`config.mk`:
```
export PLATFORM = sky130hd
export DESIGN_NAME = icache_line_server
export DESIGN_NICKNAME = d
export VERILOG_FILES = /design/src/rtl/icache_pkg.sv /design/src/rtl/icache_array.sv /design/src/rtl/icache_line_server.sv
export SDC_FILE = /design/constraint.sdc
export NUM_CORES = 2
export LEC_CHECK = 0
export ABC_AREA = 0
export BUFFER_PORTS_ARGS = -buffer_cell sky130_fd_sc_hd__buf_2
export CORE_ASPECT_RATIO = 0.7
export CORE_MARGIN = 8
export CORE_UTILIZATION = 55
export DETAILED_ROUTE_END_ITERATION = 7
export GPL_TIMING_DRIVEN = 1
export HOLD_SLACK_MARGIN = 0.1
export PLACE_DENSITY_LB_ADDON = 0.25
export SETUP_SLACK_MARGIN = 0.1
export SLEW_MARGIN = 20
export SYNTH_ARGS = -nofsm -noshare
export SYNTH_HDL_FRONTEND = slang
export SYNTH_SLANG_ARGS = --single-unit
```
`constraint.sdc`:
```
create_clock -name clk -period 74.7 [get_ports clk]
set_clock_uncertainty 0.1 [all_clocks]
set_input_delay 7.47 -clock clk [delete_from_list [all_inputs] [get_ports clk]]
set_output_delay 7.47 -clock clk [all_outputs]
set_load 0.1 [all_outputs]
```
`src/rtl/icache_pkg.sv`:
```
// rtl/icache_pkg.sv - shared types and constants for the instruction cache line server
// Purpose: refill FSM state encoding and line geometry shared by the cache top and its storage array.
// Ports: none (package).
package icache_pkg;

  typedef enum logic [1:0] {
    IDLE   = 2'd0,
    REFILL = 2'd1,
    FILL   = 2'd2
  } icache_state_t;

  localparam int LINE_WORDS       = 4;
  localparam int WORD_OFFSET_BITS = 4;

endpackage

```
`src/rtl/icache_array.sv`:
```
// rtl/icache_array.sv - valid/tag/data storage for the direct-mapped instruction cache
// Purpose: per-line valid bit, tag and line data with one combinational read port and one write port.
// Ports:
//   clk, rst                 clock, asynchronous active-high clear of all storage
//   rd_idx_i                 read index; rd_valid_o/rd_tag_o/rd_data_o follow combinationally
//   wr_en_i, wr_idx_i        line write enable and index
//   wr_tag_i, wr_data_i      tag and line data written
//   wr_valid_i               valid bit written with the line
//   inv_all_i                clears every valid bit at the next edge
module icache_array #(
  parameter int NUM_LINES = 16,
  parameter int IDX_W     = 4,
  parameter int TAG_W     = 24,
  parameter int LINE_W    = 128
) (
  input  logic              clk,
  input  logic              rst,
  input  logic [IDX_W-1:0]  rd_idx_i,
  output logic              rd_valid_o,
  output logic [TAG_W-1:0]  rd_tag_o,
  output logic [LINE_W-1:0] rd_data_o,
  input  logic              wr_en_i,
  input  logic [IDX_W-1:0]  wr_idx_i,
  input  logic [TAG_W-1:0]  wr_tag_i,
  input  logic [LINE_W-1:0] wr_data_i,
  input  logic              wr_valid_i,
  input  logic              inv_all_i
);

  logic [NUM_LINES-1:0] valid_q;
  logic [TAG_W-1:0]     tag_q  [NUM_LINES];
  logic [LINE_W-1:0]    data_q [NUM_LINES];

  assign rd_valid_o = valid_q[rd_idx_i];
  assign rd_tag_o   = tag_q[rd_idx_i];
  assign rd_data_o  = data_q[rd_idx_i];

  always_ff @(posedge clk or posedge rst) begin
    if (rst) begin
      valid_q <= '0;
      for (int i = 0; i < NUM_LINES; i++) begin
        tag_q[i]  <= '0;
        data_q[i] <= '0;
      end
    end else begin
      if (wr_en_i) begin
        tag_q[wr_idx_i]   <= wr_tag_i;
        data_q[wr_idx_i]  <= wr_data_i;
        valid_q[wr_idx_i] <= wr_valid_i;
      end
      // Placed after the write so a coincident invalidate leaves the filled line invalid.
      if (inv_all_i) begin
        valid_q <= '0;
      end
    end
  end

endmodule

```
`src/rtl/icache_line_server.sv`:
```
// rtl/icache_line_server.sv - direct-mapped instruction cache returning a full line per fetch
// Purpose: zero-latency line lookup for the fetch PC; on a miss, refills the line one word per
//          memory beat, then writes it into the array and resumes serving.
// Ports:
//   clk, rst                 clock, asynchronous active-high reset
//   PC_in, rd_en, abort      fetch byte address, fetch request, squash of this cycle's delivery
//   inv_all                  invalidate every line (and any line in flight)
//   D_out, d_out_valid       line at PC_in's index, and strobe when it is a hit for PC_in
//   refill_busy              refill in progress
//   mem_req, mem_addr        word request and byte address toward instruction memory
//   mem_ack, mem_rdata       beat accepted and returned word
module icache_line_server
  import icache_pkg::*;
#(
  parameter int DATA_WIDTH       = 32,
  parameter int CACHE_LINE_WIDTH = 128,
  parameter int NUM_LINES        = 16
) (
  input  logic                        clk,
  input  logic                        rst,
  input  logic [DATA_WIDTH-1:0]       PC_in,
  input  logic                        rd_en,
  input  logic                        abort,
  input  logic                        inv_all,
  output logic [CACHE_LINE_WIDTH-1:0] D_out,
  output logic                        d_out_valid,
  output logic                        refill_busy,
  output logic                        mem_req,
  output logic [DATA_WIDTH-1:0]       mem_addr,
  input  logic                        mem_ack,
  input  logic [31:0]                 mem_rdata
);

  localparam int IDX_W  = $clog2(NUM_LINES);
  localparam int LA_W   = DATA_WIDTH - WORD_OFFSET_BITS;
  localparam int TAG_W  = LA_W - IDX_W;
  localparam int BEAT_W = $clog2(LINE_WORDS);

  icache_state_t                         state_q;
  logic [BEAT_W-1:0]                     beat_q;
  logic                                  discard_q;
  logic [LA_W-1:0]                       line_addr_q;
  logic [LINE_WORDS-1:0][DATA_WIDTH-1:0] line_buf_q;

  logic [IDX_W-1:0] pc_idx;
  logic [TAG_W-1:0] pc_tag;
  logic             rd_valid;
  logic [TAG_W-1:0] rd_tag;
  logic             hit;
  logic             start_refill;
  logic             unused_pc_offset;

  assign pc_idx           = PC_in[WORD_OFFSET_BITS +: IDX_W];
  assign pc_tag           = PC_in[DATA_WIDTH-1 : WORD_OFFSET_BITS+IDX_W];
  assign unused_pc_offset = ^PC_in[WORD_OFFSET_BITS-1:0];

  icache_array #(
    .NUM_LINES (NUM_LINES),
    .IDX_W     (IDX_W),
    .TAG_W     (TAG_W),
    .LINE_W    (CACHE_LINE_WIDTH)
  ) u_array (
    .clk        (clk),
    .rst        (rst),
    .rd_idx_i   (pc_idx),
    .rd_valid_o (rd_valid),
    .rd_tag_o   (rd_tag),
    .rd_data_o  (D_out),
    .wr_en_i    (state_q == FILL),
    .wr_idx_i   (line_addr_q[IDX_W-1:0]),
    .wr_tag_i   (line_addr_q[LA_W-1:IDX_W]),
    .wr_data_i  (line_buf_q),
    .wr_valid_i (~discard_q),
    .inv_all_i  (inv_all)
  );

  // Lookups only count while idle, so a line mid-refill is never reported as a hit.
  assign hit          = rd_en & rd_valid & (rd_tag == pc_tag) & (state_q == IDLE);
  assign d_out_valid  = hit & ~abort;
  assign start_refill = (state_q == IDLE) & rd_en & ~hit & ~abort;

  assign refill_busy = (state_q != IDLE);
  assign mem_req     = (state_q == REFILL);
  assign mem_addr    = mem_req ? {line_addr_q, beat_q, 2'b00} : '0;

  always_ff @(posedge clk or posedge rst) begin
    if (rst) begin
      state_q     <= IDLE;
      beat_q      <= '0;
      discard_q   <= 1'b0;
      line_addr_q <= '0;
      line_buf_q  <= '0;
    end else begin
      case (state_q)
        IDLE: begin
          if (start_refill) begin
            line_addr_q <= PC_in[DATA_WIDTH-1:WORD_OFFSET_BITS];
            beat_q      <= '0;
            discard_q   <= 1'b0;
            state_q     <= REFILL;
          end
        end
        REFILL: begin
          // An invalidate during the refill must also kill the line being fetched.
          if (inv_all) begin
            discard_q <= 1'b1;
          end
          if (mem_ack) begin
            line_buf_q[beat_q] <= mem_rdata;
            beat_q             <= beat_q + BEAT_W'(1);
            if (beat_q == BEAT_W'(LINE_WORDS - 1)) begin
              state_q <= FILL;
            end
          end
        end
        FILL: begin
          // The array itself drops the valid bit when inv_all coincides with the write.
          if (inv_all) begin
            discard_q <= 1'b1;
          end
          state_q <= IDLE;
        end
        default: begin
          state_q <= IDLE;
        end
      endcase
    end
  end

endmodule

```
Yosys cells after proc, flatten, opt, wreduce, memory -nomap -nowiden
Cells that the tools add are included.

Magnitude comparators: 8. Multiplexer cells: 33. $add $sub $neg: 1. Equality and inequality tests: 8. Reductions and logical operators: 14. Bitwise logic cells: 12.

Operators by type and width (count): $bwmux W2048 (1); $bmux W128 S4 (1); $demux W128 S4 (1); $bwmux W384 (1); $mux W128 (3); $bwmux W128 (1); $bmux W24 S4 (1); $demux W24 S4 (1); $mux W24 (3); $demux W32 S2 (1); $mux W32 (2); $mux W16 (2); $eq A24 B24 Y1 (1); $bwmux W16 (1); $ge A5 B5 Y1 const B (2); $lt A4 B5 Y1 const B (2); $mux W2 (5); $not A4 Y5 (2); $reduce_and A3 Y1 (3); $pmux W2 S2 (2); $reduce_bool A2 Y1 (4); $and A1 B1 Y1 (7); $ne A2 B1 Y1 const B (3); $lt A5 B1 Y1 const B (1); other kinds (16) (25).

Bits of input ports: 70. Output and inout bits: 163. Word-level logic and storage cells: 117. Register bits: 2609.

Depth between registers and ports, before layout
Word-level depth: 12. Gate-level depth with buffers: 15. Depth with buffers taken out: 9.

Hierarchy
A second synthesis with hierarchy kept.

Cells, all modules: 7181. Area total of the unflattened synthesis: 115547.1 um2.

By module, submodules not included: icache_array (area an instance 108739.3 um2, cells an instance 6721, seq. area each 61258.8 um2, times used 1); icache_line_server (area an instance 6807.8 um2, cells an instance 460, seq. area each 4028.9 um2, times used 1).

Worst setup path before layout
No wires, ideal clock.

Path type: input to output. From: input PC_in[6]. To: output D_out[118]. Setup slack: 55.917 ns. Stages: 10. Data required time: 67.130 ns. Path buffers: 8. Arrival time: 11.213 ns. Path through: buf_2 -> buf_2 -> buf_2 -> buf_2 -> buf_2 -> buf_1 -> buf_1 -> clkbuf_1 -> a211oi_1 -> a21oi_1.

Cells in the longest elaborated chain, start to end: 4.

RTL lines: start, declared (line icache_line_server.sv:21) `input logic [DATA_WIDTH-1:0] PC_in,`; $not A4 Y5 (implied by the code) (line icache_array.sv:36) `assign rd_data_o = data_q[rd_idx_i];`; $bmux W128 S4 (line icache_array.sv:36); $mux W128 (implied by the code) (2 in series) (line icache_array.sv:36); end, declared (line icache_line_server.sv:25) `output logic [CACHE_LINE_WIDTH-1:0] D_out,`.

Every way passes these cells. The select of a mux whose other input is x is not followed.

Worst setup path after layout
From: input PC_in[6]. To: output d_out_valid.

Cells in the longest elaborated chain, start to end: 8. Elaborated cells on any way between the ends: 11. Classes of those cells: eq/ne (1); mux (5); bitwise (5).

RTL lines: $not A4 Y5 (implied by the code) (line icache_array.sv:35) `assign rd_tag_o = tag_q[rd_idx_i];`; $bmux W24 S4 (line icache_array.sv:35); $mux W24 (implied by the code) (2 in series) (line icache_array.sv:35); $eq A24 B24 Y1 (line icache_line_server.sv:78) `assign hit = rd_en & rd_valid & (rd_tag == pc_tag) & (state_q == IDLE);`; $and A1 B1 Y1 (*) (2 in series) (line icache_line_server.sv:78); $and A1 B1 Y1 (*) (line icache_line_server.sv:79) `assign d_out_valid = hit & ~abort;`; end, declared (line icache_line_server.sv:26) `output logic d_out_valid,`.

Mark *: on every way between the ends. The rest lies on a longest branch, timed or not. The select of a mux whose other input is x is not followed.

==> flow_metrics.py <==
metrics = {
    "outcome": {
        "outcome": "completed",
    },
    "detailed_routing": {
        "wl_per_cell_um": 29.5,
        "vias_per_cell": 6.34,
        "ant_nets": 0,
        "drtPass1Iterations": 8,
        "drc": 0,
        "wirelength_mm": 302,
        "drt-initial-drc-count": 5492,
        "vias": 64800,
    },
    "synth": {
        "netlist_instances": 7277,
        "synth_adder_area_share_pct": 0.0755,
        "muxShareOfSynthArea_pct": 38.2,
        "ys_seq_elements": 2609,
        "syn_avg_cell_area_um2": 15.9,
        "syn-cell-area_mm2": 0.116,
        "async_reset_ff_share_pct": 100,
        "yosys-top-cells-area": "dfrtp_1, mux2_2, mux4_2, clkbuf_1, nand2_1",
        "yosysWarnings": 0,
        "synth-simple-area-share_pct": 2.32,
        "synth-compound-area-share_pct": 0.686,
        "synthXorXnorAreaFrac_pct": 0.181,
        "synth.yosys.seq_area_share_pct": 56.3,
        "synth_cell_types": 62,
        "synth_edf_count": 0,
        "synth_area_leader_cell": "dfrtp_1",
        "synth_top_family_by_area": "multiplexers",
        "synth_top_area_share_pct": 56.3,
        "synthFlopType": "dfrtp_1",
    },
    "floorplanning": {
        "rows": 141,
        "dieArea_mm2": 0.226,
        "ios": 233,
        "dieHeight_um": 400,
        "fp.coreArea_mm2": 0.210,
        "die_x_um": 565,
        "start_util_pct": 55.1,
    },
    "layout": {
        "final_layout_size_suffix_gt1_share_pct": 52.3,
        "final_cell_mix": "dfrtp_1, mux2_2, mux4_2, nand2_1, clkbuf_16",
        "fin_cells": 10200,
        "final_common_cell": "dfrtp_1",
        "area_growth_pct": 9.92,
        "nNetsFinal": 7308,
    },
    "clock_tree": {
        "cts_htree_levels": 4,
        "post_cts.repair.setup_buffers": 0,
        "cts_made_buffers": 249,
        "clockBufferDepth": 4,
        "cts.clk_slew.worst_paths_ns": 0.06,
        "worstSkewPairLatency_ns": 0.90,
        "cts_hold_buf": 0,
        "cts_sinks": 2609,
        "cts_resized": 0,
        "ctsRootBufferMaster": "clkbuf_16",
        "cts_tree": "done",
    },
    "sta": {
        "fin_crit_ns": 20.60,
        "hold_viol_final": 0,
        "slew_headroom_pct": 21.8,
        "fmax_mhz": 48.5,
        "final-max-slew-violation-count": 0,
        "whs_ns": 0.370,
        "setup_viol": 0,
        "worst_pin_slew_ns": 1.17,
        "period_share_pct": 27.6,
        "rsz0062_at_grt": "false",
        "finalSetupTns_ns": 0,
    },
    "placement": {
        "dpl.hpwl_mm": 164,
        "place_congestion": 0.773,
        "port_buffers": 226,
        "dp_cells": 9762,
    },
    "global_route": {
        "antenna_found_initial": 38,
        "grt.total_usage_pct": 26.8,
        "grt_remaining_overflow": 0,
        "grt_pass1_wl_mm": 457,
        "grt_max_degree": 205,
        "first_global_vias": 68000,
    },
    "power_and_ir_drop": {
        "netSwitchingFraction_pct": 28.9,
        "seqPwrFrac_pct": 51.5,
        "switchingPower_w": 0.000994,
        "p_leak_nw": 62.6,
        "clockPowerShare_pct": 36.6,
        "comb_power_share_pct": 12.0,
        "powerDensity_mw_per_mm2": 26.9,
        "internal_power_w": 0.00244,
        "vdd_drop_max_mv": 0.0214,
    },
    "critical_path": {
        "cp-start-kind": "input port",
        "arrival_ns": 13.03,
        "crit_fanout": 99,
        "endpoint_kind": "output port",
        "required_ns": 67.13,
        "critical_path_class": "input port to output port",
    },
    "min_path": {
        "hp-class": "flip-flop to flip-flop",
    },
    "run": {
        "drv_cap": 0,
    },
}
-- cells by family after synthesis --
| group | count (synthesis) |
|---|---|
| compound gates | 111 |
| xor+xnor | 24 |
| fa+ha+maj | 7 |
| buf+inv | 648 |
| flops | 2609 |
| mux | 3233 |
| other cells | 1 |
| simple gates | 644 |
-- final cells by class --
class                           instances  area (µm²)
Clock buffer                          371        7310
Timing Repair Buffer                  342        2340
Sequential cell                      2609       65300
Antenna cell                           43         108
Tap cell                             2788        3490
Inverter                                8        41.3
Fill cell                           15500       82800
Multi-Input combinational cell       4021       48200
Clock inverter                         53         697
-- path summary, 6_finish.rpt --
check                           slack, ns                    to          startpoint  cells after the start
worst min-delay path                 0.37    u_array.data_q[86]  u_array.data_q[86]                      2
worst max register to register      69.96       line_addr_q[27]  u_array.tag_q[351]                      9
min in group asynchronous            6.59  u_array.data_q[1297]                 rst                      2
max in group asynchronous           62.37   u_array.data_q[859]                 rst                      8
worst max-delay path                54.10           d_out_valid            PC_in[6]                     12
worst min register to register       0.37    u_array.data_q[86]  u_array.data_q[86]                      2
-- synthesized netlist by cell type (all sizes together) (4+ instances only) --
library cell,instances
a211oi,23
a21oi,27
a221oi,11
a22o,7
a22oi,4
a41oi,4
and2,31
buf,110
clkbuf,530
dfrtp,2609
ha,7
inv,8
mux2,2449
mux2i,86
mux4,698
nand2,488
nand2b,10
nand3,16
nand3b,4
nor2,50
nor2b,24
o211ai,5
o21ai,7
o22ai,4
or3,4
xnor2,18
xor2,6
-- layer usage --
layer / wire [µm] / global-route usage [%]
met1: 130000 / 37.8
met5: 7 / 0
met2: 144000 / 42.9
met3: 19200 / 5.51
met4: 8050 / 7.48
-- stage by stage --
stage	instance area (µm²)	worst slack, ns	total power [W]	utilization [%]
final	127000	54.10	0.00343	60.6
after detailed placement	119000	54.25	0.00220	56.7
after global placement	119000	54.27	0.00217	56.7
after floorplan	116000	30.85	0.00207	-
after global routing	127000	53.85	0.00357	60.6
after CTS	127000	54.26	0.00345	60.5
-- critical path: stages --
cell and delay [ns]:
buf_8 0.41, buf_12 0.56, buf_4 0.83, mux4_2 0.44, mux2i_1 0.75, o21ai_0 0.16
o22ai_1 0.43, o211ai_1 0.16, nor4_1 0.40, nand4bb_1 0.50, nor2_1 0.22, buf_2 0.45
-- power groups by stage --
stage | combinational [W] | clock [W] | sequential [W]
6_report | 0.000411 | 0.00126 | 0.00177
5_1_grt | 0.000437 | 0.00134 | 0.00180
4_1_cts | 0.000414 | 0.00128 | 0.00176
3_5_place_dp | 0.000412 | 0 | 0.00179
3_3_place_gp | 0.000403 | 0 | 0.00177
2_1_floorplan | 0.000408 | 0 | 0.00166
-- registers in the layout, summed over array words and instances, names as in the netlist --
signal,flops
u_array.valid_q,16
u_array.tag_q,384
u_array.data_q,2048
discard_q,1
state_q,2
line_buf_q,128
line_addr_q,28
beat_q,2
Note: power is estimated with default switching activity, not from simulation.
